File: src/rtl/cda_seq_mul.sv
// ---------------------------------------------------------------------------
// cda_seq_mul
//   Multi-cycle A_W x B_W multiplier built around one shared 8x4 core.
//   Each RUN cycle feeds one multiplicand byte and one multiplier nibble to
//   the core, shifts the 12-bit core result into place and adds it into a
//   full-carry accumulator. The default core is carry-disregard (carry-less,
//   GF(2)) so the product is approximate.
//
//   Build option (macro): CDA_SEQ_EXACT_EN
//     defined   -> the core computes the exact byte*nibble product, p = a*b
//     undefined -> carry-less core, approximate p (default)
//   Timing and handshakes are identical in both builds.
//
// Handshake semantics (both sides):
//   A transfer happens on a rising clk edge where valid && ready are both 1.
//   The producer holds a/b stable while in_valid=1 and in_ready=0. The block
//   holds p stable and out_valid high until the consumer accepts (out_ready=1).
//   in_ready depends only on state, never combinationally on in_valid.
//
// Ports:
//   clk        in   1        rising-edge clock
//   rst_n      in   1        asynchronous active-low reset
//   in_valid   in   1        operand pair a,b is valid
//   in_ready   out  1        block can accept operands (IDLE only)
//   a          in   A_W      multiplicand
//   b          in   B_W      multiplier
//   flush      in   1        synchronous abort of the current operation
//   busy       out  1        operation in progress (RUN)
//   out_valid  out  1        p is valid (DONE)
//   out_ready  in   1        consumer accepts p
//   p          out  A_W+B_W  product (approximate unless exact build)
//   dbg_state  out  2        FSM state for observation: 0 IDLE, 1 RUN, 2 DONE
// ---------------------------------------------------------------------------
module cda_seq_mul #(
    parameter int A_W = 16,
    parameter int B_W = 16
) (
    input  logic               clk,
    input  logic               rst_n,
    input  logic               in_valid,
    output logic               in_ready,
    input  logic [A_W-1:0]     a,
    input  logic [B_W-1:0]     b,
    input  logic               flush,
    output logic               busy,
    output logic               out_valid,
    input  logic               out_ready,
    output logic [A_W+B_W-1:0] p,
    output logic [1:0]         dbg_state
);

    localparam int NA    = A_W / 8;
    localparam int NB    = B_W / 4;
    localparam int STEPS = NA * NB;
    localparam int PW    = A_W + B_W;
    localparam int AI_W  = (NA > 1) ? $clog2(NA) : 1;
    localparam int BJ_W  = (NB > 1) ? $clog2(NB) : 1;
    localparam int SH_W  = $clog2(PW) + 1;

    // Elaboration-time parameter sanity checks.
    if ((A_W % 8) != 0 || A_W < 8) begin : g_bad_a_w
        $error("cda_seq_mul: A_W must be a non-zero multiple of 8");
    end
    if ((B_W % 4) != 0 || B_W < 4) begin : g_bad_b_w
        $error("cda_seq_mul: B_W must be a non-zero multiple of 4");
    end
    if (STEPS < 1) begin : g_bad_steps
        $error("cda_seq_mul: STEPS must be at least 1");
    end

    typedef enum logic [1:0] {
        S_IDLE = 2'd0,
        S_RUN  = 2'd1,
        S_DONE = 2'd2
    } state_t;

    state_t            r_state;
    state_t            w_state_nxt;

    logic [A_W-1:0]    r_a_q;
    logic [B_W-1:0]    r_b_q;
    logic [PW-1:0]     r_acc;
    logic [PW-1:0]     r_p;
    // Step k is tracked as the pair (i, j) = (k / NB, k % NB) so no divider
    // is needed for non-power-of-two NB.
    logic [AI_W-1:0]   r_ai;
    logic [BJ_W-1:0]   r_bj;

    logic              w_accept;
    logic              w_step;
    logic              w_last;
    logic [7:0]        w_a_byte;
    logic [3:0]        w_b_nib;
    logic [11:0]       w_core;
    logic [SH_W-1:0]   w_shamt;
    logic [PW-1:0]     w_term;
    logic [PW-1:0]     w_acc_sum;

    // ------------------------------------------------------------------
    // Operand slice selection for the current step.
    // ------------------------------------------------------------------
    always_comb begin
        w_a_byte = '0;
        for (int n = 0; n < NA; n++) begin
            if (r_ai == AI_W'(n)) begin
                w_a_byte = r_a_q[8*n +: 8];
            end
        end
    end

    always_comb begin
        w_b_nib = '0;
        for (int n = 0; n < NB; n++) begin
            if (r_bj == BJ_W'(n)) begin
                w_b_nib = r_b_q[4*n +: 4];
            end
        end
    end

    // ------------------------------------------------------------------
    // 8x4 core.
    // ------------------------------------------------------------------
`ifdef CDA_SEQ_EXACT_EN
    // 255 * 15 = 3825 fits in 12 bits, so no truncation occurs.
    always_comb begin
        w_core = 12'(w_a_byte) * 12'(w_b_nib);
    end
`else
    // Carry-disregard: partial products are XORed, never added, so no carry
    // propagates. The top partial product reaches bit 10 at most; bit 11 is 0.
    always_comb begin
        w_core = '0;
        for (int n = 0; n < 4; n++) begin
            if (w_b_nib[n]) begin
                w_core = w_core ^ (12'(w_a_byte) << n);
            end
        end
    end
`endif

    // Weight of the partial result is 2^(8i + 4j).
    assign w_shamt   = SH_W'({r_ai, 3'b000}) + SH_W'({r_bj, 2'b00});
    assign w_term    = PW'(w_core) << w_shamt;
    // Full-carry accumulation; the worst-case sum fits in PW bits.
    assign w_acc_sum = r_acc + w_term;

    assign w_last = (r_ai == AI_W'(NA - 1)) && (r_bj == BJ_W'(NB - 1));

    // ------------------------------------------------------------------
    // FSM: state register.
    // ------------------------------------------------------------------
    always_ff @(posedge clk or negedge rst_n) begin
        if (!rst_n) begin
            r_state <= S_IDLE;
        end else begin
            r_state <= w_state_nxt;
        end
    end

    // ------------------------------------------------------------------
    // FSM: next state and control strobes. flush wins over everything,
    // including acceptance in IDLE and the final step in RUN.
    // ------------------------------------------------------------------
    always_comb begin
        w_state_nxt = r_state;
        w_accept    = 1'b0;
        w_step      = 1'b0;
        case (r_state)
            S_IDLE: begin
                if (!flush && in_valid) begin
                    w_accept    = 1'b1;
                    w_state_nxt = S_RUN;
                end
            end
            S_RUN: begin
                if (flush) begin
                    w_state_nxt = S_IDLE;
                end else begin
                    w_step = 1'b1;
                    if (w_last) begin
                        w_state_nxt = S_DONE;
                    end
                end
            end
            S_DONE: begin
                if (flush || out_ready) begin
                    w_state_nxt = S_IDLE;
                end
            end
            default: begin
                w_state_nxt = S_IDLE;
            end
        endcase
    end

    // Outputs are decoded from state only.
    always_comb begin
        in_ready  = 1'b0;
        busy      = 1'b0;
        out_valid = 1'b0;
        case (r_state)
            S_IDLE:  in_ready  = 1'b1;
            S_RUN:   busy      = 1'b1;
            S_DONE:  out_valid = 1'b1;
            default: in_ready  = 1'b0;
        endcase
    end

    // ------------------------------------------------------------------
    // Datapath registers.
    // ------------------------------------------------------------------
    always_ff @(posedge clk or negedge rst_n) begin
        if (!rst_n) begin
            r_a_q <= '0;
            r_b_q <= '0;
            r_acc <= '0;
            r_p   <= '0;
            r_ai  <= '0;
            r_bj  <= '0;
        end else if (w_accept) begin
            r_a_q <= a;
            r_b_q <= b;
            r_acc <= '0;
            r_ai  <= '0;
            r_bj  <= '0;
        end else if (w_step) begin
            r_acc <= w_acc_sum;
            if (w_last) begin
                // p only changes here, so it is stable throughout DONE and
                // keeps its old value when an operation is flushed.
                r_p  <= w_acc_sum;
                r_ai <= '0;
                r_bj <= '0;
            end else if (r_bj == BJ_W'(NB - 1)) begin
                r_bj <= '0;
                r_ai <= r_ai + 1'b1;
            end else begin
                r_bj <= r_bj + 1'b1;
            end
        end
    end

    assign p         = r_p;
    assign dbg_state = r_state;

endmodule

File: config.mk
export PLATFORM = sky130hd
export DESIGN_NAME = cda_seq_mul
export DESIGN_NICKNAME = d
export VERILOG_FILES = /design/src/rtl/cda_seq_mul.sv
export SDC_FILE = /design/constraint.sdc
export NUM_CORES = 1
export LEC_CHECK = 0
export BUFFER_PORTS_ARGS = -buffer_cell sky130_fd_sc_hd__buf_2
export CORE_ASPECT_RATIO = 0.7
export CORE_MARGIN = 5
export CORE_UTILIZATION = 55
export CTS_BUF_LIST = sky130_fd_sc_hd__clkbuf_4 sky130_fd_sc_hd__clkbuf_8
export DETAILED_ROUTE_END_ITERATION = 6
export PLACE_DENSITY = 0.79
export SLEW_MARGIN = 20
export SYNTH_ARGS = -nofsm -noshare
export SYNTH_HDL_FRONTEND = slang
export SYNTH_SLANG_ARGS = --single-unit
export TNS_END_PERCENT = 50
File: constraint.sdc
create_clock -name clk -period 4.63 [get_ports clk]
set_input_delay 1.389 -clock clk [delete_from_list [all_inputs] [get_ports clk]]
set_output_delay 1.389 -clock clk [all_outputs]
set_load 0.005 [all_outputs]
## After elaboration in Yosys (flattened, before gate mapping)

Index checks and enable logic that the tools add are counted.

| storage, ports and cells | value |
|---|---|
| bits in registers | 101 |
| input port bits | 37 |
| output and inout port bits | 37 |
| logic and storage cells | 66 |

| cells by class | value |
|---|---|
| add/sub/neg operators | 4 |
| equality and inequality tests | 8 |
| shift operators | 1 |
| mux-type cells | 31 |
| bitwise operators | 4 |
| reduce and logical (&&, ||, !) cells | 11 |

Operator list:

| operator | count |
|---|---|
| $mux W32 | 2 |
| $mux W12 | 3 |
| $add A32 B32 Y32 | 1 |
| $shl A12 B5 Y32 | 1 |
| $mux W2 | 8 |
| $mux W4 | 4 |
| $mux W8 | 2 |
| $xor A12 B10 Y12 | 1 |
| $xor A12 B11 Y12 | 1 |
| $xor A12 B9 Y12 | 1 |
| $mux W1 | 11 |
| $eq A2 B2 Y1 const B | 3 |
| $pmux W2 S3 | 1 |
| $reduce_and A3 Y1 | 2 |
| $add A4 B4 Y5 | 1 |
| $eq A2 B1 Y1 const B | 2 |
| $logic_not A2 Y1 | 2 |
| $ne A2 B2 Y1 const B | 2 |
| $ne A3 B3 Y1 const B | 1 |
| $reduce_bool A3 Y1 | 1 |
| $add A2 B1 Y2 const B | 1 |
| $logic_and A1 B1 Y1 | 2 |
| $reduce_and A2 Y1 | 1 |
| $reduce_bool A2 Y1 | 1 |
| 4 further kinds | 4 |

## Depth between registers and ports, before layout

| logic depth | value |
|---|---|
| word-level depth | 16 |
| depth in mapped cells | 23 |
| depth with buffers taken out | 21 |

## Worst setup path after synthesis

No wires, ideal clock.

| timing path | value |
|---|---|
| path kind | reg2reg |
| start | register r_bj[0] |
| end | register r_p[29] (netlist: p[29]) |
| setup time | 0.125 ns |
| arrival | 4.720 ns |
| data required time | 4.505 ns |
| path slack | -0.215 ns |
| stages on the path, launching flop included | 24 |
| buffers on the path | 2 |
| clock period less this slack | 4.845 ns |
| cells stage by stage | dfrtp_1 buf_2 clkinv_1 ha_1 and3b_1 a2111oi_2 or2_1 buf_6 nor2_1 xnor2_1 xnor2_1 mux2i_1 o32a_1 nor2_1 ha_1 a211oi_1 o21bai_1 a31o_2 or3_1 o21ai_0 nand2_1 a31oi_1 xnor2_1 mux2_2 |

| on the way | value |
|---|---|
| longest elaborated chain between the ends | 14 |
| elaborated cells between the ends (all ways) | 20 |
| those cells by class | 2 x add/sub; 3 x eq/ne; 1 x shift; 8 x mux; 3 x bitwise; 3 x reduce/logical |

Ends and longest elaborated chain:

| element | line | RTL |
|---|---|---|
| start, declared | 87 | `logic [BJ_W-1:0] r_bj;` |
| start signal, assigned | 238 | `r_bj <= r_bj + 1'b1;` |
| $logic_not A2 Y1 | 114 | `if (r_bj == BJ_W'(n)) begin` |
| $mux W4 (4 in series) | 114 |  |
| $mux W8 | 134 | `if (w_b_nib[n]) begin` |
| $xor A12 B9 Y12 | 135 | `w_core = w_core ^ (12'(w_a_byte) << n);` |
| $mux W12 | 134 |  |
| $xor A12 B10 Y12 | 135 |  |
| $mux W12 | 134 |  |
| $xor A12 B11 Y12 | 135 |  |
| $mux W12 | 134 |  |
| $shl A12 B5 Y32 | 143 | `assign w_term = PW'(w_core) << w_shamt;` |
| $add A32 B32 Y32 | 145 | `assign w_acc_sum = r_acc + w_term;` |
| end signal, assigned | 231 | `r_p <= w_acc_sum;` |
| end, declared | 83 | `logic [PW-1:0] r_p;` |

Several ways; a longest one is shown, not always the timed one.
A chain may end at the register's enable or synchronous reset.

## Final worst setup path

| timing path | value |
|---|---|
| start | register r_bj[0] |
| end | register r_p[26] (netlist: p[26]) |

The elaborated chain is that of the path after synthesis.

==> flow_summary.ini <==
[logic_synthesis]
synth_compound_area_frac = 0.180
avgSynthCellArea_sq_um = 9.55
synth_ff_type = dfrtp_1
ys_ff_latch = 101
syn_inst = 659
synth-edff-count = 0
synth-adder-area-share = 0.0748
yosysSeqAreaShare = 0.402
synthMuxAreaShare = 0.0893
synth_fp_nets = 733
netlist_area_sq_um = 6290
async_flop_share = 1.00
synth_top_family_by_area = compound AO/OA/AOI/OAI gates
synthXorXnorAreaFrac = 0.0718
yosysWarnings = 0
synthSimpleGateAreaFrac = 0.153
ys_types = 61

[finish]
drive_above_1_share = 0.435
fillCellCount = 678
final_common_cell = buf_4
final_net_count = 904
stdcell_count = 988
n_antenna_cell = 0
final_cell_mix = buf_4, dfrtp_1, nand2_1
areaGrowthSynthToFinish_pct = 36.2
fin_util = 0.773

[global_routing]
antenna_found_initial = 0
grt_pass1_vias = 5753
grt_max_degree = 42
globalRoute.totalOverflow = 0
grt_pass1_wl_um = 28800
globalRouteTotalUtil = 0.264

[critical_path]
r2r_setup_slack_ns = -0.26
cp_common_cell = o21ai_2
cp_cell_sequence = inv_4, ha_4, and3b_2, a2111oi_4, or2_4, buf_6, nor2_1, xor2_1, xnor2_2, o21ai_2, inv_1, o22ai_2, ha_1, buf_4, a21o_1, a221oi_4, inv_2, a31oi_4, o21ai_2, a221oi_2, xnor2_1, mux2_2
cp_max_fo = 4
cp-start-kind = flop
cp-end-kind = flop
critical_path_required_ns = 4.92
critPathKind = reg -> reg
critPathMaxStageDelay_ns = 0.45
slowest_stage = dfrtp_2
cp_data_arrival_time_ns = 5.17

[sta]
finalCritPeriodShare = 1.06
finalCriticalPeriod_ns = 4.89
worst_pin_slew_ns = 0.811
fmax_ghz = 0.205
setup_tns_ns = -2.12
slew_headroom = 0.444
slew_viol_final = 0
rsz0062_at_grt = true
finalHoldViolations = 0
skew_ns = 0.0161
whs_ns = 0.476
fin_ws_ns = -0.255
setup_viol = 16

[detailed_routing]
first_pass_iters = 6
drtAntennaViolNets = 0
wl_per_cell_um = 20.9
drcViolationCount = 0
drt_iter0_markers = 706
routed-via-count = 6043
wl_um = 20700
avgViaCountPerCell = 6.12

[clocking]
cts_max_level = 3
cts.sinks = 101
cts_tree = yes
cts_hold_buf = 0
root_buffer = clkbuf_8
path_clk_slew_ns = 0.11
cts_buffer_depth = 2
cts_inserted_buffers = 9
clkLatencyLatePin_ns = 0.39

[floorplan]
coreArea_sq_um = 11100
die_area_sq_um = 13700
chipHeight_um = 99.5
dieWidth_um = 138
io_pins = 74
start_util = 0.567
rows = 32

[pwr]
vdd_drop_max_v = 0.000393
p_leak_nw = 4.07
powerDensity_nw_per_um2 = 664

[placement]
port_buffers = 73
placed_cells = 954
hpwl_um = 13200
place_congestion = 1.02

[min_path]
hold_class = reg -> reg

[run]
cap_violations = 0

[status]
status = complete, but fails checks
violations = negative setup slack
## power by group
part / leakage, nW / switching [mW] / internal, mW / total (mW)
Clock: 0.111 / 0.333 / 0.315 / 0.648
Combinational: 2.63 / 1.99 / 1.93 / 3.92
Sequential: 1.33 / 0.111 / 1.02 / 1.13
## cell type report
class / count / area (sq um) / area share
well taps: 153 / 191 / 0.0223
inverters: 18 / 70.1 / 0.00817
flip-flops and latches: 101 / 2530 / 0.295
clock inverters: 6 / 93.8 / 0.0109
multi-input cells: 513 / 4310 / 0.502
repair buffers: 187 / 1250 / 0.146
clock buffers: 10 / 131 / 0.0153
## cell families after synthesis
kind of cell             after synthesis
multiplexers                          51
XOR/XNOR                              49
AND/OR/NAND/NOR                      213
AO/OA/AOI/OAI                        163
buffers and inverters                 45
adder cells (fa/ha/maj)               37
flip-flops                           101
## final timing paths
check	start	end	depth (start not counted)
max	r_bj[0]	p[26]	22
min	p[15]	p[15]	2
max reg2reg	r_bj[0]	p[26]	22
min reg2reg	p[15]	p[15]	2
max in group asynchronous	rst_n	r_bj[0]	2
min in group asynchronous	rst_n	r_acc[13]	1
## worst max-delay path, delay by kind of cell (launching register included)
family	cells	cell delay, ns
buffers and inverters	5	0.49
muxes	1	0.30
adders and majority gates	2	0.45
and+or+nand+nor	3	0.51
xor gates and xnor gates	3	0.55
AOI/OAI and AO/OA	8	2.02
DFF	1	0.45
## sequential cells by signal, indices dropped and copies added, names as in the netlist
register,count
dbg_state,2
p,32
r_a_q,16
r_acc,32
r_ai,1
r_b_q,16
r_bj,2
## synth_stat cells, types with 15 or more instances
master | n | area [sq um]
clkbuf_1 | 19 | 71.3
nor3_1 | 15 | 75.1
nor2_1 | 57 | 214
o21ai_0 | 33 | 165
a21oi_1 | 33 | 165
a22o_1 | 24 | 210
mux2_2 | 37 | 417
dfrtp_1 | 101 | 2530
inv_1 | 17 | 63.8
nand2_1 | 87 | 327
xnor2_1 | 35 | 307
ha_1 | 36 | 450
## timing repair
action	in CTS	in global routing
buffers inserted	5	15
setup endpoints to repair	22	35
gates resized for setup	27	122
pin swaps	19	64
## metrics by stage
| stage | total power, mW | cell area, sq um | setup WS (ns) |
|---|---|---|---|
| floorplan | 2.88 | 6330 | 0.0118 |
| global placement | 3.95 | 7510 | -0.179 |
| CTS | 4.81 | 7890 | 0.00167 |
| detailed placement | 4.05 | 7510 | -0.396 |
| finish | 5.70 | 8570 | -0.255 |
| global route | 5.94 | 8570 | -0.348 |
## per-layer routing
layer	vias up	track usage	routed length, um
met1	2930	0.389	8530
li1	2678	-	-
met3	82	0.0561	1830
met2	353	0.405	9650
met4	0	0.0524	658
met5	-	0	0
Power figures use the tool's default switching activity.
